$ cat src/rtl/clk_div_meter.sv
// Dual-edge measurement receiver for divided clocks: high/low/period in clk half-cycles.
// Optional macro CLK_DIV_METER_SYNC_EN adds 2-flop synchronizers on both sample paths.
module clk_div_meter #(
  parameter int unsigned CNT_W    = 8,
  parameter int unsigned EXP_DIV  = 9,
  parameter int unsigned DUTY_TOL = 0
) (
  input  logic             clk,
  input  logic             rstn,
  input  logic             en,
  input  logic             div_in,
  output logic             meas_valid,
  output logic [CNT_W-1:0] high_hc,
  output logic [CNT_W-1:0] low_hc,
  output logic [CNT_W:0]   period_hc,
  output logic             duty_ok,
  output logic             div_match,
  output logic             err
);

  localparam int unsigned PER_W = CNT_W + 1;
  localparam logic [CNT_W-1:0] CNT_MAX = '1;

  typedef enum logic [1:0] {IDLE, SYNC, HIGH, LOW} state_e;

  state_e           state_q, state_d;
  logic [CNT_W-1:0] high_cnt, high_d;
  logic [CNT_W-1:0] low_cnt, low_d;
  logic [CNT_W-1:0] idle_cnt, idle_d;
  logic [CNT_W-1:0] res_high, res_low;
  logic [PER_W-1:0] res_per, res_diff;
  logic             valid_d, err_d;
  logic             n_in, p_in;
  logic             s_n, s_n_r, s_p, prev_s;
  logic             cur, prv;

`ifdef CLK_DIV_METER_SYNC_EN
  logic [1:0] n_sync, p_sync;

  always_ff @(negedge clk or negedge rstn) begin
    if (!rstn) n_sync <= '0;
    else       n_sync <= {n_sync[0], div_in};
  end

  always_ff @(posedge clk or negedge rstn) begin
    if (!rstn) p_sync <= '0;
    else       p_sync <= {p_sync[0], div_in};
  end

  assign n_in = n_sync[1];
  assign p_in = p_sync[1];
`else
  assign n_in = div_in;
  assign p_in = div_in;
`endif

  // Negedge sample; retimed to posedge so the pair {s_n_r, s_p} is in time order
  always_ff @(negedge clk or negedge rstn) begin
    if (!rstn) s_n <= 1'b0;
    else       s_n <= n_in;
  end

  assign res_per  = PER_W'(res_high) + PER_W'(res_low);
  assign res_diff = (res_high >= res_low) ? PER_W'(res_high - res_low)
                                          : PER_W'(res_low - res_high);

  // Next state: walk the two half-cycle samples of the pair in time order
  always_comb begin
    state_d  = state_q;
    high_d   = high_cnt;
    low_d    = low_cnt;
    idle_d   = idle_cnt;
    valid_d  = 1'b0;
    err_d    = 1'b0;
    res_high = high_cnt;
    res_low  = low_cnt;
    prv      = prev_s;
    cur      = 1'b0;
    if (!en) begin
      state_d = IDLE;
      high_d  = '0;
      low_d   = '0;
      idle_d  = '0;
    end else if (state_q == IDLE) begin
      state_d = SYNC;
      high_d  = '0;
      low_d   = '0;
      idle_d  = '0;
    end else begin
      for (int i = 0; i < 2; i++) begin
        cur = (i == 0) ? s_n_r : s_p;
        case (state_d)
          SYNC: begin
            if (!prv && cur) begin
              state_d = HIGH;
              high_d  = CNT_W'(1);
              low_d   = '0;
              idle_d  = '0;
            end else if (idle_d == CNT_MAX) begin
              err_d  = 1'b1;
              idle_d = '0;
            end else begin
              idle_d = idle_d + CNT_W'(1);
            end
          end
          HIGH: begin
            if (cur && high_d == CNT_MAX) begin
              err_d   = 1'b1;
              state_d = SYNC;
              high_d  = '0;
              low_d   = '0;
              idle_d  = '0;
            end else if (cur) begin
              high_d = high_d + CNT_W'(1);
            end else begin
              state_d = LOW;
              low_d   = CNT_W'(1);
            end
          end
          LOW: begin
            if (!cur && low_d == CNT_MAX) begin
              err_d   = 1'b1;
              state_d = SYNC;
              high_d  = '0;
              low_d   = '0;
              idle_d  = '0;
            end else if (!cur) begin
              low_d = low_d + CNT_W'(1);
            end else begin
              valid_d  = 1'b1;
              res_high = high_d;
              res_low  = low_d;
              state_d  = HIGH;
              high_d   = CNT_W'(1);
              low_d    = '0;
            end
          end
          default: ;
        endcase
        prv = cur;
      end
    end
  end

  // State, counters, sample pipeline and registered results
  always_ff @(posedge clk or negedge rstn) begin
    if (!rstn) begin
      state_q    <= IDLE;
      high_cnt   <= '0;
      low_cnt    <= '0;
      idle_cnt   <= '0;
      s_p        <= 1'b0;
      s_n_r      <= 1'b0;
      prev_s     <= 1'b0;
      meas_valid <= 1'b0;
      err        <= 1'b0;
      high_hc    <= '0;
      low_hc     <= '0;
      period_hc  <= '0;
      duty_ok    <= 1'b0;
      div_match  <= 1'b0;
    end else begin
      state_q    <= state_d;
      high_cnt   <= high_d;
      low_cnt    <= low_d;
      idle_cnt   <= idle_d;
      s_p        <= p_in;
      s_n_r      <= s_n;
      prev_s     <= s_p;
      meas_valid <= valid_d;
      err        <= err_d;
      if (valid_d) begin
        high_hc   <= res_high;
        low_hc    <= res_low;
        period_hc <= res_per;
        duty_ok   <= (res_diff <= PER_W'(DUTY_TOL));
        div_match <= (res_per == PER_W'(2 * EXP_DIV));
      end
    end
  end

endmodule

$ cat config.mk
export PLATFORM = sky130hd
export DESIGN_NAME = clk_div_meter
export DESIGN_NICKNAME = d
export VERILOG_FILES = /design/src/rtl/clk_div_meter.sv
export SDC_FILE = /design/constraint.sdc
export NUM_CORES = 1
export LEC_CHECK = 0
export CAP_MARGIN = 20
export CORE_AREA = 2 2 100 102
export CTS_CLUSTER_DIAMETER = 40
export CTS_CLUSTER_SIZE = 40
export DETAILED_ROUTE_END_ITERATION = 16
export DIE_AREA = 0 0 102 104
export PLACE_DENSITY = 0.77
export SLEW_MARGIN = 40
export SYNTH_ARGS = -nofsm -noshare
export SYNTH_HDL_FRONTEND = slang
export SYNTH_SLANG_ARGS = --single-unit
$ cat constraint.sdc
create_clock -name clk -period 4.5 [get_ports clk]
set_clock_uncertainty 0.2 [all_clocks]
set_input_delay 1.125 -clock clk [delete_from_list [all_inputs] [get_ports clk]]
set_output_delay 1.125 -clock clk [all_outputs]
set_load 0.05 [all_outputs]
==> reports/summary.txt <==
DRT
------------------------------------------------------------------------------
First-iteration detailed-routing DRC count ......................          412
Average wire per standard cell ..................................      18.0 um
Mean number of vias per cell ....................................         6.18
Number of remaining DRC errors ..................................            0
Overall via count from detail_route .............................         5512
ANT nets after route ............................................            0
Routed WL .......................................................     16000 um
First-pass DRT Iterations .......................................            7

CELLS AND AREA
------------------------------------------------------------------------------
Filler Cells Inserted ...........................................          825
Share of layout cells above drive strength 1 ....................        0.199
Final cell count without fillers ................................          892
Final core utilization ..........................................        0.678
Design area .....................................................     6480 um2
Inserted Diodes .................................................            0
Area used by sequential logic in the layout .....................     1480 um2
Final Net Count .................................................          793
Area taken by multi-input logic gates ...........................     3400 um2
Area growth, synth to finish ....................................        26.1%

POWER
------------------------------------------------------------------------------
Fraction of power spent switching nets ..........................        0.337
Net switching power figure ......................................       514 uW
Total power of the final layout .................................      1.52 mW
Cell Int Power ..................................................      1.01 mW
Combinational fraction of design power ..........................        0.253
Relative contribution of sequential cells to total power ........        0.388
Worst ir drop on vdd ............................................   0.000151 V
Clock Power Share ...............................................        0.359
Power density cells .............................................   235 nW/um2
Static leakage ..................................................      2.78 nW

PLACE
------------------------------------------------------------------------------
Global placer's final weighted congestion .......................        0.962
Pre-CTS worst setup slack .......................................      -467 ps
Number of buffers added on ports ................................           32
Area after detailed placement ...................................     6170 um2
Detailed Place HPWL .............................................     12500 um
Number of placed cells counting well taps .......................          875

STA
------------------------------------------------------------------------------
Total count of hold-check failures in the final report ..........            0
Clock period minus worst slack ..................................      4280 ps
Setup_tns .......................................................         0 ps
Tightest Pin Transition .........................................       777 ps
RSZ-0062 raised after global routing ............................           no
Max-slew violation count ........................................            0
Final number of setup-violating endpoints .......................            0
Max-slew headroom at the worst pin ..............................        0.481
Worst hold-check slack ..........................................       263 ps
Worst Slack Setup Final .........................................       218 ps
FMAX ............................................................      234 MHz
Final clock period utilization by the worst path ................        0.952

SETUP PATH
------------------------------------------------------------------------------
Kind of cell adding the most delay to the critical path ......... compound AO/OA/AOI/OAI gates
Worst path slowest cell ......................................... sky130_fd_sc_hd__dfrtp_1
Delay contributed by the slowest stage of the critical path .....       570 ps
Worst path buffer plus inverter count ...........................            3
Start-to-end type of the worst setup path ....................... flop to flop
Chain of cells forming the critical path ........................ buf_4 -> and4_1 -> nand3_1 -> a31oi_1 -> nor2_1 -> a21oi_2 -> inv_1 -> buf_4 -> ha_1 -> fa_1 -> a21o_1 -> a21oi_1 -> o21bai_1 -> a21oi_1 -> nor2b_1 -> o21a_1 -> nor3_1 -> a32o_1
Maximum net fanout on the critical path .........................            9
Element type at the critical path end ...........................         flop
Worst path required time ........................................      4590 ps
Worst EP arrival ................................................      4370 ps
Kind of start point of the critical path ........................         flop

CLOCKING
------------------------------------------------------------------------------
Clock root buffer ............................................... sky130_fd_sc_hd__clkbuf_8
CTS clock-pin slew for the worst setup and hold paths ...........        70 ps
Clock tree buffer depth .........................................            2
Hold bufs inserted after CTS ....................................            0
H-tree levels ...................................................            3
TritonCTS clock tree ............................................         done
Sinks on the clock net ..........................................           59
Worst skew pair latency .........................................       360 ps
CTS Buf Count ...................................................            9

SYNTHESIS
------------------------------------------------------------------------------
Post-synth ARST share ...........................................         1.00
Synth area leaders .............................................. sky130_fd_sc_hd__dfrtp_1 (28%), sky130_fd_sc_hd__ha_1 (7.8%), sky130_fd_sc_hd__nand2_1 (5.2%)
Most frequent cells after synthesis ............................. sky130_fd_sc_hd__nand2_1 (71), sky130_fd_sc_hd__dfrtp_1 (58), sky130_fd_sc_hd__a21oi_1 (52), sky130_fd_sc_hd__inv_1 (44), sky130_fd_sc_hd__o21ai_0 (43)
Average footprint of a synthesized cell .........................     7.85 um2
Count of synthesis-stage warnings from yosys ....................            0
Cell type contributing the most total cell area after synthesis . sky130_fd_sc_hd__dfrtp_1
Number of flops mapped to enable cells by yosys .................            0
Gate count after technology mapping .............................          654
Total of flip-flops plus latches after synthesis ................           59
Sequential cell area fraction in the yosys report ...............        0.287
Number of distinct library cells after synthesis ................           77
Primary FF master, synth ........................................ sky130_fd_sc_hd__dfrtp_1
Dominant cell by count in the synthesized netlist ............... sky130_fd_sc_hd__nand2_1
Netlist area before placement ...................................     5140 um2
Proportion of netlist area held by the largest area contributor .        0.283
Net count after synthesis .......................................          693

DIE
------------------------------------------------------------------------------
Row cnt .........................................................           36
Core Footprint ..................................................     9550 um2
Floorplan die height ............................................       104 um
Overall die area ................................................    10600 um2
Die width .......................................................       102 um
Initial Util ....................................................        0.538
Ports placed on the boundary ....................................           33

GRT
------------------------------------------------------------------------------
Antenna violations before repair ................................            0
Met1 routing resource usage after global routing ................        0.416
Most used routing layer in global routing .......................         met2
Grt met2 use ....................................................        0.491
GR Overflow Total ...............................................            0
Global routing usage on met3 ....................................       0.0625
Global-route wire length before repair ..........................     26100 um
Global routing usage summed across all routing layers ...........        0.309
Number of global-route vias before repair .......................         5185
Maximum number of pins on one net before global-route repair ....           59

JOB
------------------------------------------------------------------------------
Max-capacitance violation count .................................            0

STATUS
------------------------------------------------------------------------------
Run status ...................................................... finished, final reports clean

HOLD PATH
------------------------------------------------------------------------------
Classification of the worst-slack hold path ..................... flop to flop

==> sequential cells by signal, summed over array words and instances (netlist names), 2 cells and up <==
name       cells
state_q        2
low_hc         8
high_cnt       8
low_cnt        8
period_hc      9
idle_cnt       8
high_hc        8
==> layout by cell type, fill, tap and decap left out, types with 5 or more instances in the layout <==
master	netlist	routed
sky130_fd_sc_hd__inv_1	44	43
sky130_fd_sc_hd__o211ai_1	10	10
sky130_fd_sc_hd__nor3_1	14	13
sky130_fd_sc_hd__o21ai_1	7	11
sky130_fd_sc_hd__nand4_1	10	10
sky130_fd_sc_hd__nor2b_1	6	6
sky130_fd_sc_hd__a211o_1	5	5
sky130_fd_sc_hd__clkdlybuf4s50_1	0	30
sky130_fd_sc_hd__and4_1	5	5
sky130_fd_sc_hd__and2_1	7	7
sky130_fd_sc_hd__nor2_1	42	42
sky130_fd_sc_hd__or3_1	5	5
sky130_fd_sc_hd__a31o_2	5	5
sky130_fd_sc_hd__nor4_1	8	7
sky130_fd_sc_hd__dfrtp_1	58	58
sky130_fd_sc_hd__clkbuf_8	0	9
sky130_fd_sc_hd__o31ai_1	7	5
sky130_fd_sc_hd__o21ai_0	43	39
sky130_fd_sc_hd__nand2_1	71	71
sky130_fd_sc_hd__and3_1	11	11
sky130_fd_sc_hd__a31oi_1	15	15
sky130_fd_sc_hd__buf_4	2	96
sky130_fd_sc_hd__nand3_1	23	22
sky130_fd_sc_hd__ha_1	32	32
sky130_fd_sc_hd__nand2b_1	13	13
sky130_fd_sc_hd__o21a_1	6	6
sky130_fd_sc_hd__o22ai_1	9	9
sky130_fd_sc_hd__xnor2_1	11	11
sky130_fd_sc_hd__a41oi_1	5	5
sky130_fd_sc_hd__a21oi_1	52	50
==> power by group through the flow <==
stage | clock, mW | combinational, mW | sequential, mW
after floorplan | 0 | 0.114 | 0.721
after global placement | 0 | 0.374 | 0.600
after global routing | 0.578 | 0.413 | 0.597
after CTS | 0.554 | 0.380 | 0.592
after detailed placement | 0 | 0.379 | 0.603
final | 0.547 | 0.385 | 0.592
==> final timing paths <==
| check | slack [ps] | to | depth (start not counted) | from |
|---|---|---|---|---|
| worst min-delay path | 260 | period_hc[5] | 2 | period_hc[5] |
| min in group asynchronous | 710 | period_hc[0] | 2 | rstn |
| worst min register to register | 260 | period_hc[5] | 2 | period_hc[5] |
| max in group asynchronous | 1410 | s_n | 1 | rstn |
| worst max register to register | 220 | div_match | 18 | s_n_r |
| worst max-delay path | 220 | div_match | 18 | s_n_r |
==> cell type report <==
| type | instances | area share |
|---|---|---|
| clock buffer | 9 | 0.0191 |
| clock inverter | 7 | 0.0143 |
| inverter | 45 | 0.0261 |
| multi-input combinational | 510 | 0.525 |
| sequential | 59 | 0.228 |
| tap | 133 | 0.0257 |
| timing repair buffer | 129 | 0.162 |
==> layer usage <==
metal	share of wire	wire [um]
met4	0.026	416
met2	0.47	7530
met3	0.086	1380
met1	0.42	6700
met5	0	0
==> worst register-to-register path, cell delays in order (launching register included) <==
cell and delay [ps]:
sky130_fd_sc_hd__dfrtp_1 570, sky130_fd_sc_hd__buf_4 210, sky130_fd_sc_hd__and4_1 340, sky130_fd_sc_hd__nand3_1 120, sky130_fd_sc_hd__a31oi_1 310, sky130_fd_sc_hd__nor2_1 90
sky130_fd_sc_hd__a21oi_2 190, sky130_fd_sc_hd__inv_1 100, sky130_fd_sc_hd__buf_4 140, sky130_fd_sc_hd__ha_1 200, sky130_fd_sc_hd__fa_1 390, sky130_fd_sc_hd__a21o_1 180
sky130_fd_sc_hd__a21oi_1 190, sky130_fd_sc_hd__o21bai_1 110, sky130_fd_sc_hd__a21oi_1 230, sky130_fd_sc_hd__nor2b_1 70, sky130_fd_sc_hd__o21a_1 160, sky130_fd_sc_hd__nor3_1 210
sky130_fd_sc_hd__a32o_1 200
==> logic make-up (layout without fill, tap and decap cells) <==
| family | after synthesis | count (layout) | synth area share |
|---|---|---|---|
| multiplexers | 8 | 8 | 0.0163 |
| AO/OA/AOI/OAI | 216 | 216 | 0.282 |
| buffers and inverters | 85 | 190 | 0.0663 |
| XOR/XNOR | 15 | 15 | 0.0256 |
| flip-flops | 59 | 59 | 0.287 |
| AND/OR/NAND/NOR | 236 | 236 | 0.233 |
| adder cells (fa/ha/maj) | 35 | 35 | 0.0896 |
==> repair_timing <==
item | 4_1_cts | 5_1_grt
buffers inserted | 0 | 1
cloned | 0 | 0
resized for setup | 2 | 17
pin swaps | 0 | 5
endpoints found under the setup margin | 2 | 3
Note: power is estimated with default switching activity, not from simulation.
